## config.mk

```make
export PLATFORM = sky130hd
export DESIGN_NAME = dsram_axi_bridge
export DESIGN_NICKNAME = d
export VERILOG_FILES = /design/src/rtl/dsram_axi_bridge.sv
export SDC_FILE = /design/constraint.sdc
export NUM_CORES = 1
export LEC_CHECK = 0
export ABC_AREA = 1
export BUFFER_PORTS_ARGS = -buffer_cell sky130_fd_sc_hd__buf_2
export CAP_MARGIN = 5
export CORE_ASPECT_RATIO = 0.6
export CORE_MARGIN = 1
export CORE_UTILIZATION = 26
export DETAILED_ROUTE_END_ITERATION = 8
export GPL_ROUTABILITY_DRIVEN = 0
export GPL_TIMING_DRIVEN = 0
export PLACE_DENSITY = 0.46
export SYNTH_ARGS = -nofsm -noshare
export SYNTH_HDL_FRONTEND = slang
export SYNTH_SLANG_ARGS = --single-unit
```

## constraint.sdc

```tcl
create_clock -name clk -period 3.4 [get_ports clk]
set_input_delay 1.02 -clock clk [delete_from_list [all_inputs] [get_ports clk]]
set_output_delay 1.02 -clock clk [all_outputs]
set_load 0.03 [all_outputs]
```

## src/rtl/dsram_axi_bridge.sv

```systemverilog
// Bridges the CPU data-side SRAM-like port onto single-beat AXI3 read/write transactions.
// One memory access is issued per pipeline stall period, gated by longest_stall.
module dsram_axi_bridge (
    input  logic        clk,
    input  logic        rst,
    input  logic        data_sram_en,
    input  logic [3:0]  data_sram_wen,
    input  logic [31:0] data_sram_addr,
    input  logic [31:0] data_sram_wdata,
    output logic [31:0] data_sram_rdata,
    output logic        data_stall,
    input  logic        longest_stall,
    output logic [31:0] araddr,
    output logic [2:0]  arsize,
    output logic        arvalid,
    input  logic        arready,
    input  logic [31:0] rdata,
    input  logic        rlast,
    input  logic        rvalid,
    output logic        rready,
    output logic [31:0] awaddr,
    output logic [2:0]  awsize,
    output logic        awvalid,
    input  logic        awready,
    output logic [31:0] wdata,
    output logic [3:0]  wstrb,
    output logic        wlast,
    output logic        wvalid,
    input  logic        wready,
    input  logic        bvalid,
    output logic        bready
);

    typedef enum logic [2:0] {IDLE, RD_AR, RD_R, WR_AW_W, WR_B} state_t;

    state_t state, state_next;
    logic   done;
    logic   aw_done, w_done;
    logic   launch, rd_hs, b_hs, aw_hs, w_hs;
    logic   aw_complete, w_complete;
    logic   unused_rlast;

    function automatic logic [2:0] size_from_strb(input logic [3:0] strb);
        case (strb)
            4'b1111:                            return 3'd2;
            4'b1100, 4'b0011:                   return 3'd1;
            4'b0001, 4'b0010, 4'b0100, 4'b1000: return 3'd0;
            default:                            return 3'd2;
        endcase
    endfunction

    assign unused_rlast = rlast;
    assign arsize       = 3'd2;
    assign wlast        = 1'b1;

    assign data_stall  = data_sram_en & ~done;
    assign launch      = (state == IDLE) & data_sram_en & ~done;
    assign rd_hs       = rvalid & rready;
    assign b_hs        = bvalid & bready;
    assign aw_hs       = awvalid & awready;
    assign w_hs        = wvalid & wready;
    assign aw_complete = aw_done | aw_hs;
    assign w_complete  = w_done | w_hs;

    always_ff @(posedge clk) begin
        if (rst) state <= IDLE;
        else     state <= state_next;
    end

    always_comb begin
        state_next = state;
        case (state)
            IDLE:    if (launch) state_next = (data_sram_wen == 4'b0000) ? RD_AR : WR_AW_W;
            RD_AR:   if (arready) state_next = RD_R;
            RD_R:    if (rd_hs) state_next = IDLE;
            WR_AW_W: if (aw_complete && w_complete) state_next = WR_B;
            WR_B:    if (b_hs) state_next = IDLE;
            default: state_next = IDLE;
        endcase
    end

    // AW and W valids are Moore outputs masked by their own completion flags,
    // so each channel drops independently the cycle after its handshake.
    always_comb begin
        arvalid = (state == RD_AR);
        rready  = (state == RD_R);
        awvalid = (state == WR_AW_W) & ~aw_done;
        wvalid  = (state == WR_AW_W) & ~w_done;
        bready  = (state == WR_B);
    end

    always_ff @(posedge clk) begin
        if (rst) begin
            aw_done <= 1'b0;
            w_done  <= 1'b0;
        end else if (state != WR_AW_W) begin
            aw_done <= 1'b0;
            w_done  <= 1'b0;
        end else begin
            if (aw_hs) aw_done <= 1'b1;
            if (w_hs)  w_done  <= 1'b1;
        end
    end

    // done holds off relaunch until the pipeline-wide stall period ends.
    always_ff @(posedge clk) begin
        if (rst)                 done <= 1'b0;
        else if (rd_hs || b_hs)  done <= 1'b1;
        else if (!longest_stall) done <= 1'b0;
    end

    always_ff @(posedge clk) begin
        if (rst) begin
            araddr          <= '0;
            awaddr          <= '0;
            wdata           <= '0;
            wstrb           <= '0;
            awsize          <= '0;
            data_sram_rdata <= '0;
        end else begin
            if (launch && data_sram_wen == 4'b0000) begin
                araddr <= data_sram_addr;
            end
            if (launch && data_sram_wen != 4'b0000) begin
                awaddr <= data_sram_addr;
                wdata  <= data_sram_wdata;
                wstrb  <= data_sram_wen;
                awsize <= size_from_strb(data_sram_wen);
            end
            if (rd_hs) data_sram_rdata <= rdata;
        end
    end

endmodule
```

==> results by group, run 1 <==
Outcome
  – Status: completed

Worst setup path
  – Depth of the worst register-to-register path: 9
  – Critical path's most frequent cell: sky130_fd_sc_hd__buf_2
  – CP startpoint: data_sram_en
  – List of cells traversed by the critical path: buf_2 -> nand2_1 -> inv_1 -> buf_2
  – Worst stage delay on the critical path: 210 ps
  – Instance count on the critical path: 4
  – CP Max Fanout: 3
  – Data arrival time of the critical path: 1570 ps
  – Classification of the worst setup path: in2out
  – Category of the worst setup path launch point: primary input
  – Family with the most delay on the worst path: buffers and inverters
  – Combined buffer and inverter count along the critical path: 3
  – Slowest cell on the critical path: sky130_fd_sc_hd__nand2_1
  – Req. time, crit path: 2380 ps
  – Critical path endpoint category: primary output
  – Source of the worst register-to-register timing path: state[2]

Hold path
  – Class of the worst hold path: reg2reg
  – Hold Path Depth: 2
  – Launch point of the worst hold path: wstrb[1]

Die
  – Standard-cell row count: 39
  – I/O pins: 255
  – Die span in y: 111 microns
  – Floorplan core area: 0.0191 sq mm
  – Die footprint: 0.0203 sq mm
  – Horiz. Die Dim: 183 microns
  – Effective utilization at floorplan: 0.267

STA
  – Worst path setup slack after routing: 811 ps
  – FMAX: 386 MHz
  – Unrepaired setup endpoints after global routing: false
  – Max-slew headroom: 0.659
  – Final cycle utilization of the critical path: 0.761
  – Number of pins with negative max-slew slack in the final report: 0
  – Hold_ws: 461 ps
  – Tmin final: 2590 ps
  – Finish-stage setup viols: 0
  – Number of hold-slack violations in the final timing report: 0
  – Pin slew with the least headroom to its limit: 512 ps
  – Setup TNS after final layout: 0 ps
  – Worst clock skew: 7.77 ps

Clocking
  – Root buffer cell: sky130_fd_sc_hd__clkbuf_16
  – Post-CTS Setup Inserts: 0
  – Maximum root-to-sink buffer count: 2
  – Clock insertion delay at the later pin of the skew report: 420 ps
  – Post-CTS resize count: 0
  – Number of buffers inserted during clock tree synthesis: 17
  – H-Tree Level Count: 4
  – Clk sink count: 140
  – Clock transition at path regs: 50 ps
  – CTS tree: done
  – Number of buffers added to fix hold violations after cts: 0

Logic synthesis
  – Post-synthesis sequential element count: 140
  – Synth unique cells: 21
  – Avg Inst Size Synth: 7.72 sq um
  – Synthesis warning total: 0
  – Post-Synthesis Cell Area: 0.00511 sq mm
  – Sequential share of the synthesized area: 0.548
  – Synthesized instance count: 662

Placed design
  – Pre-CTS setup slack: 560 ps
  – Final HPWL DP: 12800 microns
  – Port buffer count: 248
  – Inst Count DP: 1179

Drt
  – Initial DRT Pass Iterations: 4
  – DRC violations left: 0
  – Routed wire length: 16800 microns
  – Average routed wire per standard cell: 13.9 microns
  – Antenna violation net count after detailed routing: 0
  – First-iteration detailed-routing DRC count: 257
  – Routed vias/inst: 4.13
  – Number of vias after detailed routing: 4994

Final layout
  – Final net count: 1042
  – Total inserted antenna cells: 0
  – Growth of design area from synthesis to finish: 40.8%
  – Non-filler cells, final: 1208
  – Share of layout cells above drive strength 1: 0.325

Run
  – Max_cap viols: 0

Pwr
  – Peak supply drop: 0.320 mV
  – Lkg Pwr: 0.00365 uW
  – Power per Cell Area: 879 mW/mm^2

Global route
  – Largest net degree at the start of global routing: 17
  – GRT overflow: 0
  – First-pass GRT wire length: 26100 microns
  – Gr usage total: 0.169
  – Number of global-route vias before repair: 4721
  – Initial antenna violation count: 0
[cells in the mapped netlist]
cell type	number	area share
sky130_fd_sc_hd__a21oi_1	11	0.011
sky130_fd_sc_hd__buf_2	7	0.0069
sky130_fd_sc_hd__buf_4	6	0.0088
sky130_fd_sc_hd__buf_6	9	0.020
sky130_fd_sc_hd__clkbuf_1	25	0.018
sky130_fd_sc_hd__conb_1	2	0.0015
sky130_fd_sc_hd__dfxtp_1	140	0.55
sky130_fd_sc_hd__inv_1	15	0.011
sky130_fd_sc_hd__inv_2	3	0.0022
sky130_fd_sc_hd__nand2_1	27	0.020
sky130_fd_sc_hd__nand2_4	2	0.0044
sky130_fd_sc_hd__nand3_1	7	0.0069
sky130_fd_sc_hd__nand3b_1	1	0.0015
sky130_fd_sc_hd__nand4_1	2	0.0024
sky130_fd_sc_hd__nor2_1	268	0.20
sky130_fd_sc_hd__nor2_2	1	0.0012
sky130_fd_sc_hd__nor2_4	3	0.0066
sky130_fd_sc_hd__nor2_8	1	0.0039
sky130_fd_sc_hd__nor3_1	2	0.0020
sky130_fd_sc_hd__o21ai_0	112	0.11
sky130_fd_sc_hd__o21ai_1	18	0.018
[final cells by class]
cell class,instances,area (sq um)
clock buffer,21,450
sequential,140,2800
buffer,47,275
multi-input combinational,460,1980
inverter,18,67.6
clock inverter,8,48.8
fill,2121,11900
tap,266,333
timing repair buffer,248,1240
[per-layer routing]
metal / track usage / routed length, microns / up-vias
met5: 0 / 0 / -
met4: 0.0483 / 125 / 0
met3: 0.0765 / 1590 / 10
met2: 0.236 / 6630 / 163
met1: 0.231 / 8440 / 2180
li1: - / - / 2641
[layout by cell type (no fill, tap or decap)]
| cell | count |
|---|---|
| sky130_fd_sc_hd__clkinvlp_4 | 2 |
| sky130_fd_sc_hd__conb_1 | 5 |
| sky130_fd_sc_hd__clkbuf_8 | 1 |
| sky130_fd_sc_hd__clkinv_2 | 5 |
| sky130_fd_sc_hd__nor2_2 | 1 |
| sky130_fd_sc_hd__nand2_1 | 27 |
| sky130_fd_sc_hd__nand3_1 | 7 |
| sky130_fd_sc_hd__dfxtp_1 | 140 |
| sky130_fd_sc_hd__nand3b_1 | 1 |
| sky130_fd_sc_hd__nand2_4 | 2 |
| sky130_fd_sc_hd__nor3_1 | 2 |
| sky130_fd_sc_hd__clkbuf_1 | 28 |
| sky130_fd_sc_hd__a21oi_1 | 11 |
| sky130_fd_sc_hd__clkinv_4 | 1 |
| sky130_fd_sc_hd__nor2_8 | 1 |
| sky130_fd_sc_hd__o21ai_1 | 18 |
| sky130_fd_sc_hd__buf_6 | 9 |
| sky130_fd_sc_hd__inv_2 | 3 |
| sky130_fd_sc_hd__clkbuf_16 | 17 |
| sky130_fd_sc_hd__o21ai_0 | 112 |
| sky130_fd_sc_hd__buf_2 | 255 |
| sky130_fd_sc_hd__nor2_4 | 3 |
| sky130_fd_sc_hd__nand4_1 | 2 |
| sky130_fd_sc_hd__buf_4 | 6 |
| sky130_fd_sc_hd__inv_1 | 15 |
| sky130_fd_sc_hd__nor2_1 | 268 |
[worst min-delay path, stage by stage (launching register included)]
cell	delay, ps
sky130_fd_sc_hd__dfxtp_1	300
sky130_fd_sc_hd__nand2_1	60
sky130_fd_sc_hd__a21oi_1	50
[flip-flops by register name, summed over array words and instances (netlist names)]
signal	count
state	3
wstrb	4
done	1
aw_done	1
data_sram_rdata	32
w_done	1
awsize	2
araddr	32
wdata	32
awaddr	32
[where the power goes]
part | internal [uW] | switching, uW
clock network | 931 | 700
registers | 2040 | 185
logic | 723 | 1750
total | 3690 | 2630
[per-stage QoR]
| stage | power [uW] | utilization | instance area (sq um) |
|---|---|---|---|
| floorplan | 3990 | - | 5120 |
| global placement | 4760 | 0.350 | 6700 |
| detailed placement | 4760 | 0.350 | 6700 |
| CTS | 6400 | 0.376 | 7200 |
| global route | 6740 | 0.376 | 7200 |
| finish | 6320 | 0.376 | 7200 |
[logic make-up after synthesis]
| kind of cell | count (synthesis) | synth area share |
|---|---|---|
| other | 2 | 0.00147 |
| DFF | 140 | 0.548 |
| buffers and inverters | 65 | 0.0670 |
| and+or+nand+nor | 314 | 0.245 |
| AOI/OAI and AO/OA | 141 | 0.138 |
[path summary, 6_finish.rpt]
| check | end | slack (ps) |
|---|---|---|
| worst max-delay path | data_stall | 810 |
| worst min-delay path | wstrb[1] | 460 |
| worst max register to register | araddr[26] | 1660 |
| worst min register to register | wstrb[1] | 460 |
Note: power is estimated with default switching activity, not from simulation.
==> inputs of run 2 (changes only) <==
--- a/config.mk
+++ b/config.mk
@@ -5,7 +5,7 @@
 export SDC_FILE = /design/constraint.sdc
 export NUM_CORES = 1
 export LEC_CHECK = 0
-export ABC_AREA = 1
+export ABC_AREA = 0
 export BUFFER_PORTS_ARGS = -buffer_cell sky130_fd_sc_hd__buf_2
 export CAP_MARGIN = 5
 export CORE_ASPECT_RATIO = 0.6
@@ -14,7 +14,7 @@
 export DETAILED_ROUTE_END_ITERATION = 8
 export GPL_ROUTABILITY_DRIVEN = 0
 export GPL_TIMING_DRIVEN = 0
-export PLACE_DENSITY = 0.46
+export PLACE_DENSITY = 0.48
 export SYNTH_ARGS = -nofsm -noshare
 export SYNTH_HDL_FRONTEND = slang
 export SYNTH_SLANG_ARGS = --single-unit
==> constraint.sdc (replaced) <==
create_clock -name clk -period 2.3 [get_ports clk]
set_input_delay 0.69 -clock clk [delete_from_list [all_inputs] [get_ports clk]]
set_output_delay 0.69 -clock clk [all_outputs]
set_load 0.03 [all_outputs]
==> results by group, run 2 <==
Final layout
  – Utilization of the core after routing: 0.388 (+0.0119)
  – Non-filler cells, final: 1160 (-4.0%)
  – Share of layout cells above drive strength 1: 0.335 (+0.00994)
  – Total inserted antenna cells: 0 (unchanged)
  – Growth of design area from synthesis to finish: 42.6%
  – Final net count: 1017 (-2.4%)
  – Most frequent standard cell in the layout excluding fill and tap cells: sky130_fd_sc_hd__buf_2
  – Most frequent cells in the layout: sky130_fd_sc_hd__buf_2, sky130_fd_sc_hd__nand2_1, sky130_fd_sc_hd__dfxtp_1, sky130_fd_sc_hd__a21oi_1, sky130_fd_sc_hd__clkbuf_1

Worst setup path
  – Family with the most delay on the worst path: buffers and inverters
  – List of cells traversed by the critical path: clkbuf_2 -> nor3b_1 -> buf_2
  – Classification of the worst setup path: reg2out
  – Source of the worst register-to-register timing path: done
  – Category of the worst setup path launch point: flip-flop
  – Critical path endpoint category: primary output
  – Combined buffer and inverter count along the critical path: 2 (-1)
  – Slowest cell on the critical path: sky130_fd_sc_hd__dfxtp_1
  – End of the worst register-to-register path: awaddr[16]
  – Worst stage delay on the critical path: 320 ps (+110 ps)
  – Depth of the worst register-to-register path: 6 (-3)
  – R2r setup slk: 150 ps (-1510 ps)
  – Data arrival time of the critical path: 1510 ps (-60 ps)
  – Req. time, crit path: 1610 ps (-770 ps)
  – CP Max Fanout: 10 (+7)

Die
  – Standard-cell row count: 38 (-2.6%)
  – Horiz. Die Dim: 182 microns (-0.76%)
  – Die footprint: 0.0199 sq mm (-1.5%)
  – Effective utilization at floorplan: 0.272 (+0.00489)
  – Die span in y: 110 microns (-0.76%)
  – Floorplan core area: 0.0185 sq mm (-3.3%)
  – I/O pins: 255 (unchanged)

Pwr
  – Power per Cell Area: 988 mW/mm^2 (+12%)
  – Net switching power of the design: 2310 uW (-12%)
  – Clock share of power: 0.393 (+0.135)
  – Post-layout total power: 7090 uW (+12%)
  – Lkg Pwr: 0.00327 uW (-10%)
  – Internal Dissipation: 4780 uW (+30%)
  – Peak supply drop: 0.480 mV (+50%)
  – Sw frac: 0.325 (-0.0905)
  – Sequential fraction of design power: 0.386 (+0.034)
  – Fraction of power consumed by combinational cells: 0.221 (-0.169)

STA
  – Number of hold-slack violations in the final timing report: 0 (unchanged)
  – Pin slew with the least headroom to its limit: 754 ps (+242 ps)
  – FMAX: 455 MHz
  – Unrepaired setup endpoints after global routing: true
  – Finish-stage setup viols: 0 (unchanged)
  – Tmin final: 2200 ps
  – Final cycle utilization of the critical path: 0.956
  – Setup TNS after final layout: 0 ps (unchanged)
  – Worst clock skew: 9.74 ps (+1.97 ps)
  – Max-slew headroom: 0.494 (-0.165)
  – Number of pins with negative max-slew slack in the final report: 0 (unchanged)

Logic synthesis
  – Synth unique cells: 34 (+62%)
  – Most frequent cells after synthesis: sky130_fd_sc_hd__nand2_1, sky130_fd_sc_hd__dfxtp_1, sky130_fd_sc_hd__a21oi_1, sky130_fd_sc_hd__clkbuf_1, sky130_fd_sc_hd__buf_2
  – Sequential share of the synthesized area: 0.557 (+0.00858)
  – Most instantiated library cell after synthesis: sky130_fd_sc_hd__nand2_1
  – Cell accounting for the most synthesized area: sky130_fd_sc_hd__dfxtp_1
  – Number of enable-type register cells in the synthesized netlist: 0 (unchanged)
  – Synthesis warning total: 0 (unchanged)
  – Post-Synthesis Cell Area: 0.00503 sq mm (-1.5%)
  – Area fraction of the dominant cell type after synthesis: 0.557 (+0.00858)
  – Primary flip-flop cell chosen by synthesis mapping: sky130_fd_sc_hd__dfxtp_1
  – Post-synthesis sequential element count: 140 (unchanged)
  – Synthesized instance count: 638 (-3.6%)
  – Synth top area cells: sky130_fd_sc_hd__dfxtp_1, sky130_fd_sc_hd__nand2_1, sky130_fd_sc_hd__a21oi_1, sky130_fd_sc_hd__clkbuf_1, sky130_fd_sc_hd__buf_2
  – Avg Inst Size Synth: 7.89 sq um (+2.2%)
  – Share of synthesized flip-flops with an asynchronous set or reset: 0 (unchanged)

Clocking
  – Number of buffers inserted during clock tree synthesis: 17 (unchanged)
  – CTS tree: done
  – Clock insertion delay at the later pin of the skew report: 420 ps (about the same)
  – Root buffer cell: sky130_fd_sc_hd__clkbuf_16
  – Clk sink count: 140 (unchanged)
  – Number of buffers added to fix hold violations after cts: 0 (unchanged)
  – Clock transition at path regs: 60 ps (about the same)
  – Maximum root-to-sink buffer count: 2 (unchanged)
  – H-Tree Level Count: 4 (unchanged)

Drt
  – First-iteration detailed-routing DRC count: 248 (-3.5%)
  – Average routed wire per standard cell: 14.9 microns (+7.3%)
  – Number of vias after detailed routing: 5153 (+3.2%)
  – Antenna violation net count after detailed routing: 0 (unchanged)
  – Initial DRT Pass Iterations: 4 (unchanged)
  – Routed wire length: 17300 microns (+3.0%)
  – DRC violations left: 0 (unchanged)
  – Routed vias/inst: 4.44 (+7.5%)

Run
  – Max_cap viols: 0 (unchanged)

Global route
  – Largest net degree at the start of global routing: 17 (unchanged)
  – Number of global-route vias before repair: 4660 (-1.3%)
  – GRT overflow: 0 (unchanged)
  – Initial antenna violation count: 1 (+1)
  – Gr usage total: 0.174 (+0.00433)
  – First-pass GRT wire length: 26300 microns (+0.77%)

Hold path
  – Endpoint with the worst hold slack: data_sram_rdata[18]
  – Class of the worst hold path: reg2reg
  – Hold Path Depth: 2 (unchanged)
  – Launch point of the worst hold path: data_sram_rdata[18]

Outcome
  – Status: completed

Placed design
  – Final HPWL DP: 12800 microns (about the same)
  – Port buffer count: 247 (-0.40%)
  – Inst Count DP: 1128 (-4.3%)
-- run 2: cell types whose count changed in the layout (fill, tap and decap cells not counted), sizes merged, moves of 4 or more --
| cell | previous run | this run |
|---|---|---|
| nand3 | 7 | 2 |
| o21ai | 130 | 2 |
| nor2 | 273 | 12 |
| a22oi | 0 | 5 |
| a21oi | 11 | 134 |
| nand2 | 29 | 259 |
| inv | 18 | 2 |
| nor3 | 2 | 6 |
-- run 2: how the worst max path moves through the flow --
stage,slack (ps),from,endpoint,depth (start not counted)
finish,100,state[0],bready,3
global route,-150,data_sram_en,wdata[17],7
CTS,50,state[0],rready,3
detailed placement,-470,data_sram_en,awaddr[24],7
global placement,-440,data_sram_en,awaddr[24],7
floorplan,220,state[0],data_sram_rdata[14],7
-- run 2: repair_timing --
action	4_1_cts	5_1_grt
setup endpoints to repair	5	33
gates resized for setup	1	2
buffers inserted	0	0
hold endpoints to repair	0	0
-- run 2: layout make-up --
| class | instances | area [sq um] |
|---|---|---|
| repair buffers | 247 | 1240 |
| clock inverters | 10 | 115 |
| clock buffers | 22 | 474 |
| inverters | 2 | 7.51 |
| plain buffers | 52 | 267 |
| well taps | 240 | 300 |
| flip-flops and latches | 140 | 2800 |
| fillers | 1994 | 11300 |
| multi-input cells | 447 | 1980 |
-- run 2: worst reg2reg max path, delay by kind of cell (launching register included) --
kind            cells  cell delay (ps)
compound gates      1              130
flops               1              330
buf+inv             2              730
simple gates        3              910
-- run 2: metal layers --
metal  routed length, microns  global-route usage
met1                     8550               0.241
met5                       13                   0
met2                     6970               0.240
met4                      188              0.0527
met3                     1580              0.0729
-- run 2: through the flow --
stage	hold WS [ps]	setup slack, ps	instance area [sq um]
global route	463	-151	7180
CTS	451	53.8	7170
finish	450	102	7180
floorplan	522	223	5050
global placement	442	-439	6580
detailed placement	443	-475	6580
-- run 2: power groups by stage --
stage / registers, uW / logic (uW) / clock network, uW
after floorplan: 3190 / 617 / 0
after global placement: 2790 / 1590 / 0
after detailed placement: 2790 / 1580 / 0
after CTS: 2740 / 1580 / 2860
after global routing: 2770 / 1720 / 2970
final: 2740 / 1570 / 2780
-- run 2: logic make-up after synthesis --
group | Yosys count | synth area share
and+or+nand+nor | 295 | 0.235
DFF | 140 | 0.557
AOI/OAI and AO/OA | 147 | 0.153
other | 2 | 0.00149
buffers and inverters | 54 | 0.0542
